File: src/rtl/cpu_control_unit.sv
// Multi-cycle control FSM (FETCH/DECODE/EXECUTE/WRITEBACK) for the 4-bit-opcode CPU.
// Optional build macro CTRL_HALT_EN turns opcode F into HALT; otherwise F is a NOP.
module cpu_control_unit (
  input  logic       clk,
  input  logic       reset,
  input  logic [3:0] opcode,
  input  logic       Eq,
  output logic       M1,
  output logic       M2,
  output logic       M3,
  output logic       M4,
  output logic       M5,
  output logic       M6,
  output logic       M7,
  output logic [1:0] state,
  output logic       pc_flag,
  output logic       change_address_flag,
  output logic       instruction_flag,
  output logic [3:0] ALU,
  output logic       Wr_en
);

  localparam int unsigned OP_W  = 4;
  localparam int unsigned SEL_W = 7;

  typedef enum logic [1:0] {
    FETCH     = 2'b00,
    DECODE    = 2'b01,
    EXECUTE   = 2'b10,
    WRITEBACK = 2'b11
  } state_t;

  localparam logic [OP_W-1:0] OP_LW  = 4'hA;
  localparam logic [OP_W-1:0] OP_SW  = 4'hB;
  localparam logic [OP_W-1:0] OP_BEQ = 4'hC;
  localparam logic [OP_W-1:0] OP_BNE = 4'hD;
  localparam logic [OP_W-1:0] OP_JAL = 4'hE;

  state_t            st;
  state_t            st_nxt;
  logic              halt_c;
  logic [SEL_W-1:0]  sel_c;   // {M1,M2,M3,M4,M5,M6,M7}
  logic [OP_W-1:0]   alu_c;

`ifdef CTRL_HALT_EN
  localparam logic [OP_W-1:0] OP_HALT = 4'hF;
  logic halted;

  // Halt latches at the first WRITEBACK of opcode F and holds until reset.
  always_ff @(posedge clk or negedge reset) begin
    if (!reset) halted <= 1'b0;
    else        halted <= halt_c;
  end

  always_comb begin
    halt_c = halted | ((st == WRITEBACK) && (opcode == OP_HALT));
  end
`else
  always_comb begin
    halt_c = 1'b0;
  end
`endif

  // State register
  always_ff @(posedge clk or negedge reset) begin
    if (!reset) st <= FETCH;
    else        st <= st_nxt;
  end

  // Next-state logic: fixed 4-cycle loop, parked in WRITEBACK when halted
  always_comb begin
    st_nxt = st;
    unique case (st)
      FETCH:     st_nxt = DECODE;
      DECODE:    st_nxt = EXECUTE;
      EXECUTE:   st_nxt = WRITEBACK;
      WRITEBACK: st_nxt = halt_c ? WRITEBACK : FETCH;
      default:   st_nxt = FETCH;
    endcase
  end

  // Opcode decode of datapath selects and ALU op; state-independent
  always_comb begin
    sel_c = '0;
    alu_c = '0;
    unique case (opcode)
      4'h0, 4'h1, 4'h2, 4'h3, 4'h4, 4'h5, 4'h6: begin
        sel_c = 7'b0001101;
        alu_c = opcode;
      end
      4'h7: sel_c = 7'b0000111;
      4'h8: begin
        sel_c = 7'b0000111;
        alu_c = 4'h2;
      end
      4'h9: begin
        sel_c = 7'b0000111;
        alu_c = 4'h3;
      end
      OP_BEQ:  sel_c = {1'b0, Eq, 5'b00000};
      OP_BNE:  sel_c = {1'b0, ~Eq, 5'b00000};
      OP_JAL:  sel_c = 7'b1010000;
      default: begin
        sel_c = '0;
        alu_c = '0;
      end
    endcase
  end

  // Output stage: everything forced low while reset is held
  always_comb begin
    {M1, M2, M3, M4, M5, M6, M7} = '0;
    ALU                 = '0;
    instruction_flag    = 1'b0;
    change_address_flag = 1'b0;
    Wr_en               = 1'b0;
    pc_flag             = 1'b0;
    state               = st;
    if (reset) begin
      {M1, M2, M3, M4, M5, M6, M7} = sel_c;
      ALU                 = alu_c;
      instruction_flag    = (st == FETCH);
      change_address_flag = (st == DECODE) && ((opcode == OP_LW) || (opcode == OP_SW));
      Wr_en               = (st == EXECUTE) && (opcode == OP_SW);
      pc_flag             = (st == WRITEBACK) && !halt_c;
    end else begin
      state = FETCH;
    end
  end

endmodule

File: config.mk
export PLATFORM = sky130hd
export DESIGN_NAME = cpu_control_unit
export DESIGN_NICKNAME = d
export VERILOG_FILES = /design/src/rtl/cpu_control_unit.sv
export SDC_FILE = /design/constraint.sdc
export NUM_CORES = 1
export LEC_CHECK = 0
export ABC_AREA = 0
export CORE_AREA = 2 2 39 41
export DETAILED_ROUTE_END_ITERATION = 12
export DIE_AREA = 0 0 41 43
export PLACE_DENSITY = 0.67
export SETUP_SLACK_MARGIN = 0.2
export SLEW_MARGIN = 20
export SYNTH_ARGS = -nofsm -noshare
export SYNTH_HDL_FRONTEND = slang
export SYNTH_SLANG_ARGS = --single-unit
export TNS_END_PERCENT = 1
File: constraint.sdc
create_clock -name clk -period 0.9 [get_ports clk]
set_input_delay 0.09 -clock clk [delete_from_list [all_inputs] [get_ports clk]]
set_output_delay 0.09 -clock clk [all_outputs]
set_load 0.02 [all_outputs]
Word-level counts from Yosys, hierarchy flattened:

Cells that the tools add are included.
W data, S select, Z words.

* input bits: 7
* logic and storage cells: 42
* flip-flop bits (word level): 2
* output and inout port bits: 17

* reduce and logical (&&, ||, !) cells: 7
* multiplexer cells: 16
* bitwise gates (word level): 1
* equal/unequal tests: 17

Operators with widths (count)
* $pmux W7 S5: 1
* $eq A4 B4 Y1 const B: 7
* $eq A4 B3 Y1 const B: 4
* $pmux W4 S3: 1
* $mux W1: 11
* $eq A4 B2 Y1 const B: 2
* $pmux W2 S4: 1
* $reduce_or A7 Y1: 1
* $eq A2 B2 Y1 const B: 2
* $eq A4 B1 Y1 const B: 1
* $logic_not A4 Y1: 1
* $mux W4: 1
* $reduce_or A3 Y1: 1
* $eq A2 B1 Y1 const B: 1
* $logic_and A1 B1 Y1: 2
* $logic_not A2 Y1: 1
* $mux W2: 1
* $logic_or A1 B1 Y1: 1
* $not A1 Y1: 1

Depth between registers and ports, before layout:

Gate-level depths: netlist of run 1.

* depth in word-level cells: 4
* mapped depth: 4
* mapped depth without buffers: 4

Least setup slack after synthesis of run 1:

OpenSTA, ideal clock, no wires.

* path type: register to output
* from: reg st[0]
* to: out Wr_en
* buffers on the path: 0
* cell stages (with the launch flop): 5
* setup slack: -342 ps
* data required time: 810 ps
* data arrival time: 1152 ps
* cells stage by stage: dfrtp_1 > inv_1 > ha_1 > nand3_1 > nor3_1

* cells in the longest elaborated chain, start to end: 3

Ends and longest elaborated chain
* from (decl): RTL line 39 `state_t st;`
* from (signal assigned): RTL line 67 `else st <= st_nxt;`
* $eq A2 B2 Y1: RTL line 124 `Wr_en = (st == EXECUTE) && (opcode == OP_SW);`
* $logic_and A1 B1 Y1: RTL line 124
* $mux W1: RTL line 119 `if (reset) begin`
* to (decl): RTL line 20 `output logic Wr_en`

Every way passes these cells.

Final worst setup path of run 1:

* from: reg st[1]
* to: out instruction_flag

* cells in the longest elaborated chain, start to end: 2

Ends and longest elaborated chain
* $logic_not A2 Y1: RTL line 122 `instruction_flag = (st == FETCH);`
* $mux W1: RTL line 119
* to (decl): RTL line 18 `output logic instruction_flag,`

Every way passes these cells.

==> results of run 1 <==
## area by class of cell
class / count / share of cell area
clock buffer: 3 / 0.0291
tap: 16 / 0.0259
multi-input combinational: 36 / 0.414
timing repair buffer: 37 / 0.455
sequential: 2 / 0.0663
inverter: 2 / 0.00971
## worst max-delay path, cell delays in order, from the launching register on
cell,delay (ns)
dfrtp_2,0.40
inv_2,0.06
buf_4,0.14
ha_4,0.14
and2_1,0.13
buf_6,0.13
## cells in the mapped netlist (all sizes together)
library cell  number
nor3b              1
maj3               1
o21ai              1
dfrtp              2
and2               5
ha                 5
conb               1
nand3b             2
or2                2
nor2               2
nor3               3
xnor2              1
inv                2
a21boi             2
a21oi              1
and3b              1
buf                7
nand2              5
nand3              3
## stage by stage
stage               hold WS [ns]  worst slack (ns)  TNS [ns]  utilization  cells
detailed placement         0.480            -0.949    -13.25        0.477     90
global route               0.325            -0.459     -2.91        0.559     96
global placement           0.474            -0.918    -13.00        0.477     90
floorplan                 -0.206            -0.143    -0.439            -     47
CTS                        0.303            -0.408     -2.33        0.497     94
finish                     0.323            -0.401     -2.37        0.559     96
## logic make-up (layout without fill, tap and decap cells)
kind of cell,Yosys count,count (layout),share of synthesized area
fa+ha+maj,6,6,0.201
other cells,1,1,0.0102
simple gates,24,24,0.372
flops,2,2,0.137
buf+inv,9,42,0.177
compound gates,4,4,0.0785
xor+xnor,1,1,0.0239
## layout by cell type, fill, tap and decap left out
master | synthesis | final
and2_4 | 0 | 2
xnor2_1 | 1 | 1
ha_2 | 0 | 2
a21oi_2 | 0 | 1
nand3_1 | 2 | 1
dfrtp_1 | 2 | 1
o21ai_2 | 0 | 1
ha_1 | 5 | 1
nor2_1 | 2 | 2
ha_4 | 0 | 2
nor3_4 | 0 | 1
dfrtp_2 | 0 | 1
nand3b_1 | 2 | 2
dlygate4sd3_1 | 0 | 1
nor3_2 | 0 | 1
maj3_2 | 1 | 1
clkbuf_4 | 0 | 3
nor3_1 | 3 | 1
clkdlybuf4s50_1 | 0 | 1
buf_8 | 0 | 3
a21boi_1 | 1 | 1
a21boi_2 | 1 | 1
or2_1 | 2 | 2
buf_6 | 2 | 15
and3b_1 | 1 | 1
conb_1 | 1 | 1
inv_2 | 0 | 2
nand3_2 | 1 | 2
nand2_1 | 5 | 5
nor3b_2 | 0 | 1
buf_2 | 1 | 4
and2_1 | 5 | 3
buf_4 | 4 | 13
## worst paths after layout
| path | from | endpoint | cells past startpoint |
|---|---|---|---|
| max reg2reg | st[1]$_DFF_PN0_ | st[0]$_DFF_PN0_ | 5 |
| max | st[1]$_DFF_PN0_ | instruction_flag | 5 |
| min | reset | st[0]$_DFF_PN0_ | 3 |
| min reg2reg | st[1]$_DFF_PN0_ | st[0]$_DFF_PN0_ | 2 |
| min in group clk | opcode[2] | Wr_en | 4 |
| max in group asynchronous | reset | st[1]$_DFF_PN0_ | 3 |
## per-layer routing
| metal | global-route usage | up-vias |
|---|---|---|
| met4 | 0.0800 | 0 |
| met1 | 0.129 | 192 |
| met3 | 0 | 0 |
| met2 | 0.188 | 11 |
| met5 | 0 | - |
| li1 | - | 213 |
## repair_timing
item                                    4_1_cts  5_1_grt
hold buffers                                  1        0
pin swaps                                     7        7
endpoints found under the hold margin         2        0
setup buffers                                 0        2
resized for setup                           116       21
endpoints found under the setup margin       18       18
gates cloned                                  0        0
## power groups by stage
stage	logic [W]	registers, W	clock network, W
final	0.000219	0.0000907	0.000189
after global routing	0.000236	0.0000905	0.000218
after CTS	0.000198	0.0000906	0.000213
after detailed placement	0.000200	0.0000916	0
after global placement	0.000198	0.0000916	0
after floorplan	0.000113	0.0000916	0
==> impl_results.md, run 1 <==
* Outcome: finished, violations left
* Failing checks: setup timing
* Power Density at 645 mW/mm2
* Initial antenna violation count at 0
* Biggest registers after layout: st x2
* Worst skew pair latency at 0.22 ns
* CTS sink cnt at 2
* Leakage at 0.365 nW
* Die H at 43 um
* RSZ-0062 raised after global routing: true
* Row Count at 14
* Met1 wire length at 421 um
* F_max at 769 MHz
* Crit path capture type: output port
* Routed wl met2 at 501 um
* CTS Buf Count at 3
* Synth Instances at 47
* Ant. Diodes at 0
* Clock Power Share at 0.379
* I/O Pins at 24
* Clk slew on worst S/H paths at 0.03 ns
* Clk buf depth at 2
* Gr ovfl total at 0
* DRC Markers at 0
* Placer congestion estimate at 0.709
* Min cycle time layout at 1.30 ns
* DRT Pass-1 Iters at 4
* Power, Total at 0.000498 W
* DRT iter0 DRCs at 4
* R2R setup slack at -0.26 ns
* Layout cell share with drive strength beyond 1 at 0.700
* Reg with most FFs: st
* Kind of critical path: reg2out
* Detail Placement HPWL at 670 um
* Final Max Slew Viols at 0
* Sw Share at 0.290
* Post-synthesis net count at 59
* Final period utilization at 1.45
* Largest net degree at the start of global routing at 10
* First-pass GRT wire length at 1370 um
* Initial Util at 0.265
* Die width at 41 um
* Worst setup margin at -0.401 ns
* Distinct cells, synth at 23
* Tot GR Track Use at 0.113
* Max-cap violations at 0
* Post-synth top area cell: ha_1
* Register area at 51.3 um2
* CTS tree: done
* Logic pwr share at 0.439
* Post-Syn Area at 367 um2
* Ys Warns at 0
* Die Footprint at 0.00176 mm2
* Final #Nets at 94
* Fin. Hold Viols at 0
* Number of routed nets with antenna violations at 0
* DR top layer: met3
* Top cell type's share of synthesized area at 0.171
* Max FFs per register at 2
* Core area at 0.00138 mm2
* H-tree lvl count at 1
* Worst min-delay path class: in2async
* Critical path peak fanout at 3
* VDD IR-drop max at 0.519 mV
* Root Buffer: clkbuf_4
* DR WL met3 at 42 um
* Clk_skew at 0.0000888 ns
* DR vias at 416
* Final setup vio count at 9
* CP required at 0.81 ns
* Routed WL per cell at 10.1 um
* Design Area, Final at 773 um2
* Switching power at 0.000145 W
* Mean Syn Cell Area at 7.80 um2
* Area of the multi-input gates at 320 um2
* Internal at 0.000354 W
* Ranking of synthesized cells by area: ha_1, dfrtp_1, and2_1
* PortBufs at 22
* CP arrival at 1.21 ns
* Fillcell total at 132
* Placement Cell Area at 661 um2
* Total Wirelength at 965 um
* Flop pwr share at 0.182
* Startpoint types: register
* Vias in the first global route at 347
* Vias per cell at 4.33
* Synth Register Bits at 2
* Seq/Total Area, Yosys at 0.137
* Area delta synth->final at 111%
Note: power is estimated with default switching activity, not from simulation.
==> run 2, diff against run 1 <==
--- a/config.mk
+++ b/config.mk
@@ -6,10 +6,10 @@
 export NUM_CORES = 1
 export LEC_CHECK = 0
 export ABC_AREA = 0
+export CAP_MARGIN = 30
 export CORE_AREA = 2 2 39 41
 export DETAILED_ROUTE_END_ITERATION = 12
 export DIE_AREA = 0 0 41 43
-export PLACE_DENSITY = 0.67
 export SETUP_SLACK_MARGIN = 0.2
 export SLEW_MARGIN = 20
 export SYNTH_ARGS = -nofsm -noshare
==> constraint.sdc (replaced) <==
create_clock -name clk -period 1.6 [get_ports clk]
set_input_delay 0.16 -clock clk [delete_from_list [all_inputs] [get_ports clk]]
set_output_delay 0.16 -clock clk [all_outputs]
set_load 0.02 [all_outputs]
==> impl_results.md, run 2 (synthesis results as in run 1) <==
* Biggest registers after layout: st x2
* Fin. Hold Viols at 0
* CTS sink cnt at 2
* CP Buf/Inv Count at 3
* Clk buf depth at 2
* Gr ovfl total at 0
* Max-cap violations at 0
* Layout cell share with drive strength beyond 1 at 0.421
* Row Count at 14
* Crit path capture type: output port
* Die H at 43 um
* Initial antenna violation count at 0
* Startpoint types: primary input
* CTS Buf Count at 3
* F_max at 677 MHz
* Crit path depth at 4
* Min cycle time layout at 1.48 ns
* Power Density at 427 mW/mm2
* First-pass GRT wire length at 1460 um
* DR vias at 399
* Final #Nets at 90
* Worst min-delay path class: in2async
* Routed WL per cell at 9.76 um
* Power, Total at 0.000257 W
* Most frequent cells in the layout: buf_4, buf_2, and2_1, nand2_1, ha_1
* GR Util met1 at 0.147
* CTS tree: done
* CP required at 1.44 ns
* CP Cell Sequence: clkdlybuf4s50_1, buf_4, and3b_1, clkdlybuf4s15_1
* Most common cell after layout, fill and taps aside: buf_4
* Total Wirelength at 898 um
* Largest net degree at the start of global routing at 10
* Clk_skew at 0.00133 ns
* Critical path peak fanout at 6
* RSZ-0062 raised after global routing: true
* Ant. Diodes at 0
* Final setup vio count at 0
* Slowest-stage cell, CP: clkdlybuf4s50_1
* Root Buffer: clkbuf_4
* Placer congestion estimate at 0.631
* Kind of critical path: in2out
* H-tree lvl count at 1
* Tot GR Track Use at 0.126
* Vias per cell at 4.34
* Delay-heaviest family, CP: buffers and inverters
* Vias in the first global route at 367
* Clk slew on worst S/H paths at 0.03 ns
* Area delta synth->final at 64.2%
* VDD IR-drop max at 0.309 mV
* Met3 layer usage reported by global route at 0.0314
* Outcome: complete, no violations
* Crit. Startpoint: reset
* DRC Markers at 0
* Core area at 0.00138 mm2
* DRT iter0 DRCs at 2
* Worst skew pair latency at 0.22 ns
* Number of routed nets with antenna violations at 0
* PortBufs at 22
* Final period utilization at 0.923
* Critical path capture point: M4
* Final Core Density at 0.435
* Design Area, Final at 602 um2
* Initial Util at 0.265
* Detail Placement HPWL at 728 um
* Die Footprint at 0.00176 mm2
* Placement Cell Area at 632 um2
* R2R setup slack at 0.54 ns
* Met2 Usage GRT at 0.184
* Max FFs per register at 2
* Critical path's largest stage delay at 0.53 ns
* CP arrival at 1.32 ns
* RR Endpoint: st[0]$_DFF_PN0_
* Final Max Slew Viols at 0
* Leakage at 0.332 nW
* Die width at 41 um
* R2r worst-path depth at 4
* Worst r2r src: st[0]$_DFF_PN0_
* DRT Pass-1 Iters at 2
* I/O Pins at 24
* Grt peak-use layer: met2
* Reg with most FFs: st
## run 2: power by group
group / leakage [nW] / internal [W] / switching [W]
logic: 0.294 / 0.0000456 / 0.0000506
clock network: 0.0138 / 0.0000826 / 0.0000269
registers: 0.0239 / 0.0000510 / 0
## run 2: timing repair
item,in CTS,in global routing
resized for setup,57,9
setup endpoints to repair,16,16
buffers inserted,0,0
hold buffers,0,0
## run 2: final cells by class
cell class                 instances  area, um2
multi-input combinational         36        262
clock buffer                       3       22.5
fill                             156        782
timing repair buffer              33        240
inverter                           2       7.51
tap                               16       20.0
sequential                         2       50.0
## run 2: worst min path at each step
stage	depth (start not counted)	slack (ns)	endpoint	from
2_1_floorplan	0	-0.14	st[0]$_DFF_PN0_	reset
4_1_cts	2	0.30	st[1]$_DFF_PN0_	reset
5_1_grt	2	0.35	st[1]$_DFF_PN0_	reset
3_3_place_gp	2	0.53	st[0]$_DFF_PN0_	reset
6_report	2	0.31	st[1]$_DFF_PN0_	reset
3_5_place_dp	2	0.54	st[0]$_DFF_PN0_	reset
## run 2: per-stage QoR
step | TNS [ns] | hold WS [ns] | setup slack (ns) | instances
floorplan | 0 | -0.136 | 0.242 | 47
global placement | -3.97 | 0.532 | -0.366 | 89
detailed placement | -4.11 | 0.540 | -0.417 | 89
CTS | 0 | 0.298 | 0.106 | 92
global route | 0 | 0.347 | 0.0684 | 92
finish | 0 | 0.314 | 0.123 | 92
## run 2: per-layer routing
metal  part of all wire  up-vias  wire length (um)
li1                   -      208                 -
met1               0.42      182               378
met2               0.54        9               488
met3              0.035        0                31
met4                  0        0                 0
met5                  0        -                 0
## run 2: worst reg2reg max path, delay by kind of cell, from the launching register on
family	cells	cell delay (ns)
simple gates	1	0.22
fa+ha+maj	1	0.18
buf+inv	2	0.19
flops	1	0.35
==> run 3, diff against run 2 <==
--- a/config.mk
+++ b/config.mk
@@ -8,9 +8,11 @@
 export ABC_AREA = 0
 export CAP_MARGIN = 30
 export CORE_AREA = 2 2 39 41
+export CTS_CLUSTER_DIAMETER = 30
 export DETAILED_ROUTE_END_ITERATION = 12
 export DIE_AREA = 0 0 41 43
 export SETUP_SLACK_MARGIN = 0.2
+export SKIP_LAST_GASP = 1
 export SLEW_MARGIN = 20
 export SYNTH_ARGS = -nofsm -noshare
 export SYNTH_HDL_FRONTEND = slang
==> results of run 3 <==
Same layout as run 2: the final DEF is identical, and so are final timing and power.
